$ cat config.mk
export PLATFORM = sky130hd
export DESIGN_NAME = mem_arbiter_flat
export DESIGN_NICKNAME = d
export VERILOG_FILES = /design/src/rtl/mem_arbiter_if.sv /design/src/rtl/mem_arbiter.sv /design/src/flat_wrapper.sv
export SDC_FILE = /design/constraint.sdc
export NUM_CORES = 1
export LEC_CHECK = 0
export ABC_AREA = 1
export BUFFER_PORTS_ARGS = -buffer_cell sky130_fd_sc_hd__buf_2
export CAP_MARGIN = 20
export CORE_MARGIN = 5
export CORE_UTILIZATION = 44
export DETAILED_ROUTE_END_ITERATION = 6
export PLACE_DENSITY = 0.93
export SYNTH_ARGS = -nofsm -noshare
export SYNTH_HDL_FRONTEND = slang
export SYNTH_SLANG_ARGS = --single-unit
$ cat constraint.sdc
create_clock -name clk -period 3.09 [get_ports clk]
set_input_delay 0 -clock clk [delete_from_list [all_inputs] [get_ports clk]]
set_output_delay 0 -clock clk [all_outputs]
set_load 0.02 [all_outputs]
$ cat src/rtl/mem_arbiter_if.sv
// rtl/mem_arbiter_if.sv - request/response and memory-side signals of the unified memory arbiter
interface mem_arbiter_if #(
    parameter int ADDR_W = 16,
    parameter int DATA_W = 16
);
    logic              if_req;
    logic [ADDR_W-1:0] if_addr;
    logic [DATA_W-1:0] if_rdata;
    logic              if_done;
    logic              if_stall;

    logic              dm_req;
    logic              dm_wr;
    logic [ADDR_W-1:0] dm_addr;
    logic [DATA_W-1:0] dm_wdata;
    logic [DATA_W-1:0] dm_rdata;
    logic              dm_done;
    logic              dm_stall;

    logic              mem_en;
    logic              mem_wr;
    logic [ADDR_W-1:0] mem_addr;
    logic [DATA_W-1:0] mem_wdata;
    logic [DATA_W-1:0] mem_rdata;

    // slave: the arbiter itself; master: pipeline stages plus memory model
    modport slave (
        input  if_req, if_addr, dm_req, dm_wr, dm_addr, dm_wdata, mem_rdata,
        output if_rdata, if_done, if_stall, dm_rdata, dm_done, dm_stall,
               mem_en, mem_wr, mem_addr, mem_wdata
    );

    modport master (
        output if_req, if_addr, dm_req, dm_wr, dm_addr, dm_wdata, mem_rdata,
        input  if_rdata, if_done, if_stall, dm_rdata, dm_done, dm_stall,
               mem_en, mem_wr, mem_addr, mem_wdata
    );
endinterface

$ cat src/rtl/mem_arbiter.sv
// rtl/mem_arbiter.sv - fixed-priority arbiter sharing one fixed-latency memory between fetch and data ports
module mem_arbiter #(
    parameter int MEM_LAT = 2,
    parameter int ADDR_W  = 16,
    parameter int DATA_W  = 16
) (
    input  logic         clk,
    input  logic         rst,
    mem_arbiter_if.slave bus
);
    localparam int CNT_W = $clog2(MEM_LAT + 1);

    typedef enum logic [1:0] {
        IDLE,
        BUSY_IF,
        BUSY_DM
    } state_t;

    state_t           state;
    logic [CNT_W-1:0] cnt;
    logic             last_cycle;

    assign last_cycle = (cnt == '0) && !rst;

    always_ff @(posedge clk) begin
        if (rst) begin
            state         <= IDLE;
            cnt           <= '0;
            bus.mem_en    <= 1'b0;
            bus.mem_wr    <= 1'b0;
            bus.mem_addr  <= ADDR_W'(0);
            bus.mem_wdata <= DATA_W'(0);
        end else begin
            bus.mem_en <= 1'b0;
            case (state)
                IDLE: begin
                    // DM belongs to the older instruction, so it always wins
                    if (bus.dm_req) begin
                        state         <= BUSY_DM;
                        cnt           <= CNT_W'(MEM_LAT);
                        bus.mem_en    <= 1'b1;
                        bus.mem_wr    <= bus.dm_wr;
                        bus.mem_addr  <= bus.dm_addr;
                        bus.mem_wdata <= bus.dm_wdata;
                    end else if (bus.if_req) begin
                        state         <= BUSY_IF;
                        cnt           <= CNT_W'(MEM_LAT);
                        bus.mem_en    <= 1'b1;
                        bus.mem_wr    <= 1'b0;
                        bus.mem_addr  <= bus.if_addr;
                        bus.mem_wdata <= DATA_W'(0);
                    end
                end
                BUSY_IF, BUSY_DM: begin
                    if (cnt == '0) begin
                        state <= IDLE;
                    end else begin
                        cnt <= cnt - 1'b1;
                    end
                end
                default: begin
                    state <= IDLE;
                    cnt   <= '0;
                end
            endcase
        end
    end

    // mem_wr stays latched for the whole access, so it doubles as the write flag
    always_comb begin
        bus.if_done  = (state == BUSY_IF) && last_cycle;
        bus.dm_done  = (state == BUSY_DM) && last_cycle;
        bus.if_rdata = bus.if_done ? bus.mem_rdata : '0;
        bus.dm_rdata = (bus.dm_done && !bus.mem_wr) ? bus.mem_rdata : '0;
        bus.if_stall = bus.if_req & ~bus.if_done;
        bus.dm_stall = bus.dm_req & ~bus.dm_done;
    end
endmodule

$ cat src/flat_wrapper.sv
// flat-port wrapper written by rule: the top's interface ports become plain ports
module mem_arbiter_flat 
#(
    parameter int MEM_LAT = 2,
    parameter int ADDR_W  = 16,
    parameter int DATA_W  = 16
)
  (clk, rst, bus_if_req, bus_if_addr, bus_dm_req, bus_dm_wr, bus_dm_addr, bus_dm_wdata, bus_mem_rdata, bus_if_rdata, bus_if_done, bus_if_stall, bus_dm_rdata, bus_dm_done, bus_dm_stall, bus_mem_en, bus_mem_wr, bus_mem_addr, bus_mem_wdata);
  mem_arbiter_if #(.ADDR_W(ADDR_W), .DATA_W(DATA_W)) bus_i ();
  input  logic clk;
  input  logic rst;
  input wire logic [$bits(bus_i.if_req)-1:0] bus_if_req;
  input wire logic [$bits(bus_i.if_addr)-1:0] bus_if_addr;
  input wire logic [$bits(bus_i.dm_req)-1:0] bus_dm_req;
  input wire logic [$bits(bus_i.dm_wr)-1:0] bus_dm_wr;
  input wire logic [$bits(bus_i.dm_addr)-1:0] bus_dm_addr;
  input wire logic [$bits(bus_i.dm_wdata)-1:0] bus_dm_wdata;
  input wire logic [$bits(bus_i.mem_rdata)-1:0] bus_mem_rdata;
  output wire logic [$bits(bus_i.if_rdata)-1:0] bus_if_rdata;
  output wire logic [$bits(bus_i.if_done)-1:0] bus_if_done;
  output wire logic [$bits(bus_i.if_stall)-1:0] bus_if_stall;
  output wire logic [$bits(bus_i.dm_rdata)-1:0] bus_dm_rdata;
  output wire logic [$bits(bus_i.dm_done)-1:0] bus_dm_done;
  output wire logic [$bits(bus_i.dm_stall)-1:0] bus_dm_stall;
  output wire logic [$bits(bus_i.mem_en)-1:0] bus_mem_en;
  output wire logic [$bits(bus_i.mem_wr)-1:0] bus_mem_wr;
  output wire logic [$bits(bus_i.mem_addr)-1:0] bus_mem_addr;
  output wire logic [$bits(bus_i.mem_wdata)-1:0] bus_mem_wdata;
  assign bus_i.if_req = bus_if_req;
  assign bus_i.if_addr = bus_if_addr;
  assign bus_i.dm_req = bus_dm_req;
  assign bus_i.dm_wr = bus_dm_wr;
  assign bus_i.dm_addr = bus_dm_addr;
  assign bus_i.dm_wdata = bus_dm_wdata;
  assign bus_i.mem_rdata = bus_mem_rdata;
  assign bus_if_rdata = bus_i.if_rdata;
  assign bus_if_done = bus_i.if_done;
  assign bus_if_stall = bus_i.if_stall;
  assign bus_dm_rdata = bus_i.dm_rdata;
  assign bus_dm_done = bus_i.dm_done;
  assign bus_dm_stall = bus_i.dm_stall;
  assign bus_mem_en = bus_i.mem_en;
  assign bus_mem_wr = bus_i.mem_wr;
  assign bus_mem_addr = bus_i.mem_addr;
  assign bus_mem_wdata = bus_i.mem_wdata;
  mem_arbiter #(.MEM_LAT(MEM_LAT), .ADDR_W(ADDR_W), .DATA_W(DATA_W)) u_core (.clk(clk), .rst(rst), .bus(bus_i));
endmodule
---- Yosys cells after proc, flatten, opt, wreduce, memory -nomap -nowiden ----
Cells that the tools add are included.
cells by class
  add/sub/neg operators ................... 1
  eq/ne operators ......................... 5
  muxes and demuxes ....................... 18
  bitwise gates (word level) .............. 5
  reductions and logical operators ........ 14
operators by type and width
  cell                 count
  $mux 16              6
  $mux 2               6
  $pmux 2 s2           2
  $reduce_and 2->1     3
  $logic_and 1x1->1    4
  $logic_not 2->1      2
  $mux 1               4
  $reduce_or 2->1      2
  $ne 3x3->1 const B   1
  $not 1->1            3
  $and 1x1->1          2
  $eq 2x1->1 const B   1
  $eq 2x2->1 const B   1
  $logic_not 1->1      2
  $ne 2x1->1 const B   1
  $ne 2x2->1 const B   1
  $reduce_bool 2->1    1
  $sub 2x1->2 const B  1
storage, ports and cells
  bits in registers ....................... 38
  input bits .............................. 69
  output and inout port bits .............. 70

---- Longest topological paths before layout ----
Gate-level depths: netlist (run 1).
  word-level depth ........................ 5
  depth in mapped cells ................... 8
  gate-level depth less buffers ........... 7

---- Least setup slack after synthesis (run 1) ----
OpenSTA, ideal clock, no wires.
  path type ............................... reg-to-output
  start ................................... register u_core.cnt[0]
  end ..................................... output bus_dm_rdata[10]
  arrival time ............................ 1295 ps
  path slack .............................. 1795 ps
  stages on the path, launching flop included .. 8
  cells stage by stage .................... dfxtp_1 inv_1 ha_1 nand3_2 or2_1 buf_6 buf_12 nor2_4
on the way
  cells in the longest elaborated chain, start to end .. 5
ends and longest elaborated chain
  what                    line                source
  start, declared         mem_arbiter.sv:20   logic [CNT_W-1:0] cnt;
  start signal, assigned  mem_arbiter.sv:40   cnt <= CNT_W'(MEM_LAT);
  start signal, assigned  mem_arbiter.sv:47   cnt <= CNT_W'(MEM_LAT);
  start signal, assigned  mem_arbiter.sv:58   cnt <= cnt - 1'b1;
  $logic_not 2->1         mem_arbiter.sv:23   assign last_cycle = (cnt == '0) && !rst;
  $logic_and 1x1->1       mem_arbiter.sv:23
  $logic_and 1x1->1       mem_arbiter.sv:72   bus.dm_done = (state == BUSY_DM) && last_cycle;
  $logic_and 1x1->1       mem_arbiter.sv:74   bus.dm_rdata = (bus.dm_done && !bus.mem_wr) ? bus.mem_rdata : '0;
  $mux 16                 mem_arbiter.sv:74
  end, declared           flat_wrapper.sv:22  output wire logic [$bits(bus_i.dm_rdata)-1:0] bus_dm_rdata;
No other way between the ends.

---- Final worst setup path (run 1) ----
  start ................................... register u_core.state[0]
  end ..................................... output bus_dm_rdata[4]
on the way
  cells in the longest elaborated chain, start to end .. 4
ends and longest elaborated chain
  what                    line               source
  start, declared         mem_arbiter.sv:19  state_t state;
  start signal, assigned  mem_arbiter.sv:27  state <= IDLE;
  start signal, assigned  mem_arbiter.sv:39  state <= BUSY_DM;
  start signal, assigned  mem_arbiter.sv:46  state <= BUSY_IF;
  $eq 2x2->1              mem_arbiter.sv:72
  $logic_and 1x1->1       mem_arbiter.sv:72
  $logic_and 1x1->1       mem_arbiter.sv:74
  $mux 16                 mem_arbiter.sv:74
No other way between the ends.

==> flow_metrics.env, run 1 <==
export IMPL_critPathLaunchType="register"
export IMPL_drc=0
export IMPL_port_buffers=138
export IMPL_max_freq_mhz=493
export IMPL_power_density_nw_per_um2=525
export IMPL_fill_cells=370
export IMPL_dieArea_sq_um=6000
export IMPL_diodes=0
export IMPL_maxSlewHeadroom_pct=57.4
export IMPL_h_tree_depth=2
export IMPL_ant_nets=0
export IMPL_worst_slack_ns=1.06
export IMPL_wl_per_cell_um=11.9
export IMPL_first_pass_iters=4
export IMPL_leakage_nw=1.69
export IMPL_fp_dieW_um=77.5
export IMPL_arrival_ns=2.03
export IMPL_maxSlewViolCount=0
export IMPL_worstMarginPinSlew_ns=0.639
export IMPL_path_clk_slew_ns=0.07
export IMPL_grt_pass1_vias=2218
export IMPL_ys_seq_area_share_pct=38.0
export IMPL_setup_viol=0
export IMPL_outcome="completed"
export IMPL_nets=519
export IMPL_finalSetupTns_ns=0
export IMPL_rows=24
export IMPL_postCtsHoldBufs=17
export IMPL_area_delta_synth_final_pct=45.4
export IMPL_syn_inst=298
export IMPL_syn_cell_area_sq_um=2000
export IMPL_cp_required_ns=3.09
export IMPL_ys_ff_latch=38
export IMPL_die_h_um=77.5
export IMPL_holdWs_ns=0.0559
export IMPL_rsz0062_at_grt="false"
export IMPL_routed_wl_um=5940
export IMPL_cp_cell_sequence="inv_1 > ha_1 > nand3_2 > or2_1 > buf_8 > nor2_1 > buf_2"
export IMPL_fin_crit_sh_pct=65.7
export IMPL_period_minus_slack_ns=2.03
export IMPL_dp_slack_ns=1.08
export IMPL_post_cts_buffers=0
export IMPL_endpoint_kind="primary output"
export IMPL_postCtsResizedCells=0
export IMPL_cpMaxStageDelayCell="or2_1"
export IMPL_clk_path_buf_depth=2
export IMPL_ys_warn_count=0
export IMPL_max_stage_delay_ns=0.53
export IMPL_seqCellArea_sq_um=761
export IMPL_final_common_cell="buf_2"
export IMPL_place_gp_congestion=0.739
export IMPL_cts_root_buf="clkbuf_8"
export IMPL_dp_hpwl_um=4410
export IMPL_synthDistinctLibCells=18
export IMPL_grt_pass1_wl_um=9480
export IMPL_vias=2315
export IMPL_cts_buffers=5
export IMPL_drive_gt1_share_pct=35.7
export IMPL_skew_ns=0.00441
export IMPL_clk_latency_ns=0.28
export IMPL_routed_via_density=4.66
export IMPL_final_cell_mix="buf_2 (138), nand2_1 (66), nor2_1 (58)"
export IMPL_coreArea_sq_um=4380
export IMPL_peakVddDrop_v=0.000379
export IMPL_hold_path_class="in -> reg"
export IMPL_synth_avg_cell_area_sq_um=6.72
export IMPL_worst_path_max_fanout=9
export IMPL_grt_max_degree=37
export IMPL_crit_type="reg -> out"
export IMPL_grt_overflow=0
export IMPL_drv_cap=0
export IMPL_ios=139
export IMPL_multi_input_area_sq_um=960
export IMPL_clock_sinks=38
export IMPL_antenna_found_initial=0
export IMPL_dr_first_iter_drc_count=61
export IMPL_start_util_pct=45.7
export IMPL_synth_fp_nets=372
export IMPL_cts_tree="yes"
export IMPL_track_usage_pct=18.9
export IMPL_hold_viol=0
routing by layer:
layer / vias up / GRT usage, % / part of all wire [%]
met4: 0 / 6.53 / 2.0
li1: 1187 / - / -
met2: 110 / 35.6 / 52
met5: - / 0 / 0
met1: 1006 / 18.4 / 35
met3: 12 / 7.64 / 11
report_power, final:
group          switching (mW)  internal [mW]
logic                   0.398          0.208
clock network           0.155          0.155
registers              0.0397          0.571
total                   0.593          0.934
synth_stat cells:
cell type  instances  share of area, %
a21oi_1           21               5.2
buf_1              1              0.19
buf_12             1               1.0
buf_2              5               1.2
buf_4              3               1.1
buf_6              2               1.1
clkbuf_1           4              0.75
clkinv_1           1              0.19
dfxtp_1           38                38
ha_1               5               3.1
inv_1             44               8.3
inv_2              1              0.19
nand2_1           66                12
nand3_2            2               1.0
nor2_1            58                11
nor2_4            12               6.8
o21ai_0           33               8.3
or2_1              1              0.31
flip-flops by register name, summed over array words and instances (netlist names):
name / cells
u_core.bus.mem_wr: 1
u_core.bus.mem_addr: 16
u_core.state: 2
u_core.bus.mem_wdata: 16
u_core.cnt: 2
u_core.bus.mem_en: 1
layout make-up:
cell class	count	area share [%]
clock buffers	7	2.62
inverters	46	5.93
multi-input cells	198	33.0
flip-flops and latches	38	26.1
well taps	52	2.24
repair buffers	156	30.1
logic make-up (layout without fill, tap and decap cells):
family | count (synthesis) | count (layout) | share of synthesized area [%]
compound gates | 54 | 54 | 13.5
fa+ha+maj | 5 | 5 | 3.13
buf+inv | 62 | 209 | 14.1
simple gates | 139 | 139 | 31.3
flops | 38 | 38 | 38.0
worst max-delay path, delay by kind of cell, from the launching register on:
kind                       cells  cell delay (ns)
adders and majority gates      1             0.22
and+or+nand+nor                3             0.67
DFF                            1             0.37
buffers and inverters          3             0.48
per-stage QoR:
step                instances  util (%)  total power [mW]  area [sq um]
detailed placement        472      60.4              1.21          2650
global placement          472      60.4              1.19          2650
floorplan                 298         -              1.04          2000
CTS                       496      66.0              1.54          2900
finish                    497      66.4              1.53          2910
global route              497      66.4              1.63          2910
final timing paths:
path                                              start                       end  slack (ns)  cells after the start
worst max-delay path                    u_core.state[0]           bus_dm_rdata[4]        1.06                      7
worst min-delay path                     bus_dm_addr[7]    u_core.bus.mem_addr[7]        0.06                      5
worst min register to register  u_core.bus.mem_wdata[9]   u_core.bus.mem_wdata[9]        0.46                      2
worst max register to register          u_core.state[0]  u_core.bus.mem_wdata[13]        1.36                      7
Note: power is estimated with default switching activity, not from simulation.
==> run 2, diff against run 1 <==
Settings changed: CORE_UTILIZATION 44 to 37, PLACE_DENSITY 0.93 to 0.84.
Clock period 3.09 ns to 1.7 ns, I/O delays scaled along.
==> flow_metrics.env, run 2 (synthesized netlist as in run 1, its figures left out) <==
export IMPL_routed_via_density=4.43
export IMPL_worstMarginPinSlew_ns=0.485
export IMPL_port_buffers=138
export IMPL_drive_gt1_share_pct=38.8
export IMPL_holdWs_ns=0.0491
export IMPL_rrSetupSlack_ns=0.14
export IMPL_maxSlewViolCount=0
export IMPL_area_delta_synth_final_pct=51.4
export IMPL_dp_hpwl_um=4500
export IMPL_period_minus_slack_ns=1.62
export IMPL_place_gp_congestion=0.815
export IMPL_seqCellArea_sq_um=762
export IMPL_cpMaxStageDelayCell="dfxtp_2"
export IMPL_finish_utilization_pct=58.6
export IMPL_finalSetupTns_ns=0
export IMPL_grt_overflow=0
export IMPL_track_usage_pct=16.8
export IMPL_reg_top3="u_core.bus.mem_addr: 16 flops, u_core.bus.mem_wdata: 16 flops"
export IMPL_coreArea_sq_um=5170
export IMPL_final_cell_mix="buf_2 (132), nand2_1 (66), nor2_1 (55)"
export IMPL_post_cts_buffers=0
export IMPL_clk_path_buf_depth=2
export IMPL_max_freq_mhz=617
export IMPL_hold_start="bus_dm_addr[9]"
export IMPL_max_stage_delay_ns=0.34
export IMPL_clk_latency_ns=0.28
export IMPL_worst_path_buf_inv=3
export IMPL_final_common_cell="buf_2"
export IMPL_die_h_um=83.6
export IMPL_ios=139
export IMPL_grt_pass1_vias=2227
export IMPL_hold_depth=5
export IMPL_setup_viol=0
export IMPL_power_density_nw_per_um2=953
export IMPL_fill_cells=497
export IMPL_p_total_mw=2.89
export IMPL_routed_wl_um=6020
export IMPL_maxSlewHeadroom_pct=67.4
export IMPL_timing_rr_start="u_core.state[1]"
export IMPL_leakage_nw=1.73
export IMPL_critPathLaunchType="register"
export IMPL_h_tree_depth=2
export IMPL_path_clk_slew_ns=0.07
export IMPL_endpoint_kind="primary output"
export IMPL_r2r_end="u_core.bus.mem_addr[0]"
export IMPL_fin_crit_sh_pct=95.3
export IMPL_wl_per_cell_um=11.5
export IMPL_nets=524
export IMPL_grt_pass1_wl_um=9870
export IMPL_cts_buffers=5
export IMPL_hold_end="u_core.bus.mem_addr[9]"
export IMPL_path_delay_family="simple AND/OR/NAND/NOR gates"
export IMPL_vias=2313
export IMPL_clock_sinks=38
export IMPL_first_pass_iters=4
export IMPL_cts_tree="yes"
export IMPL_worst_path_max_fanout=16
export IMPL_reg2reg_depth=8
export IMPL_fp_dieW_um=83.6
export IMPL_dr_first_iter_drc_count=75
export IMPL_peakVddDrop_v=0.000636
export IMPL_cts_root_buf="clkbuf_8"
export IMPL_rows=26
export IMPL_cp_cell_sequence="inv_2 > ha_1 > nand3_2 > or2_4 > buf_12 > nor2_2 > buf_4"
export IMPL_ant_nets=0
export IMPL_multi_input_area_sq_um=982
export IMPL_crit_type="reg -> out"
export IMPL_antenna_found_initial=1
export IMPL_drc=0
export IMPL_outcome="completed"
export IMPL_hold_path_class="in -> reg"
export IMPL_drv_cap=0
export IMPL_dieArea_sq_um=6980
export IMPL_hold_viol=0
export IMPL_skew_ns=0.00335
export IMPL_start_util_pct=38.7
export IMPL_cp_required_ns=1.70
export IMPL_grt_max_degree=33
export IMPL_arrival_ns=1.62
run 2: cell types whose count changed in the layout (fill, tap and decap cells not counted), sizes merged:
cell    delta
buf        +5
clkinv     +1
diode      +1
run 2: worst max-delay path by stage:
stage / slack, ns / end / cells past startpoint / from
after floorplan: 0.41 / bus_dm_rdata[10] / 7 / u_core.cnt[0]
after global placement: 0.20 / u_core.bus.mem_addr[9] / 8 / u_core.state[0]
after detailed placement: 0.11 / u_core.bus.mem_wdata[0] / 6 / u_core.state[0]
after CTS: 0.03 / bus_dm_rdata[0] / 7 / u_core.cnt[0]
after global routing: -0.01 / bus_if_rdata[11] / 5 / u_core.state[1]
final: 0.08 / bus_dm_rdata[0] / 7 / u_core.state[0]
run 2: repair_timing:
| action | 4_1_cts | 5_1_grt |
|---|---|---|
| endpoints found under the setup margin | 16 | 13 |
| hold endpoints to repair | 17 | 0 |
| gates resized for setup | 11 | 8 |
| hold buffers | 17 | 0 |
run 2: worst reg2reg max path: stages (launching register included):
cell and delay [ns]:
dfxtp_1 0.34, inv_1 0.09, ha_1 0.19, inv_1 0.10, nor2_4 0.29, inv_2 0.07
buf_4 0.20, nor2_1 0.12, nor2_1 0.05
run 2: area by class of cell:
cell class                 instances  area share [%]
clock inverter                     1           0.165
inverter                          46            5.70
timing repair buffer             161            30.8
sequential                        38            25.1
clock buffer                       7            2.85
antenna                            1          0.0825
tap                               70            2.89
multi-input combinational        198            32.4
run 2: layer usage:
metal | global-route usage, % | up-vias | routed length, um
li1 | - | 1199 | -
met3 | 5.73 | 14 | 601
met1 | 17.3 | 993 | 2270
met5 | 0 | - | 0
met4 | 5.85 | 0 | 140
met2 | 31.5 | 107 | 3000
run 2: power breakdown:
part / switching [mW] / internal [mW] / leakage (nW)
clock network: 0.290 / 0.327 / 0.0482
registers: 0.0746 / 1.04 / 0.314
logic: 0.735 / 0.422 / 1.36
total: 1.10 / 1.79 / 1.73
run 2: stage by stage:
step	cell area (sq um)	worst slack, ns	instances
4_1_cts	3020	0.0266	521
5_1_grt	3030	-0.00954	522
6_report	3030	0.0794	522
2_1_floorplan	2000	0.405	298
3_3_place_gp	2720	0.196	496
3_5_place_dp	2720	0.108	496
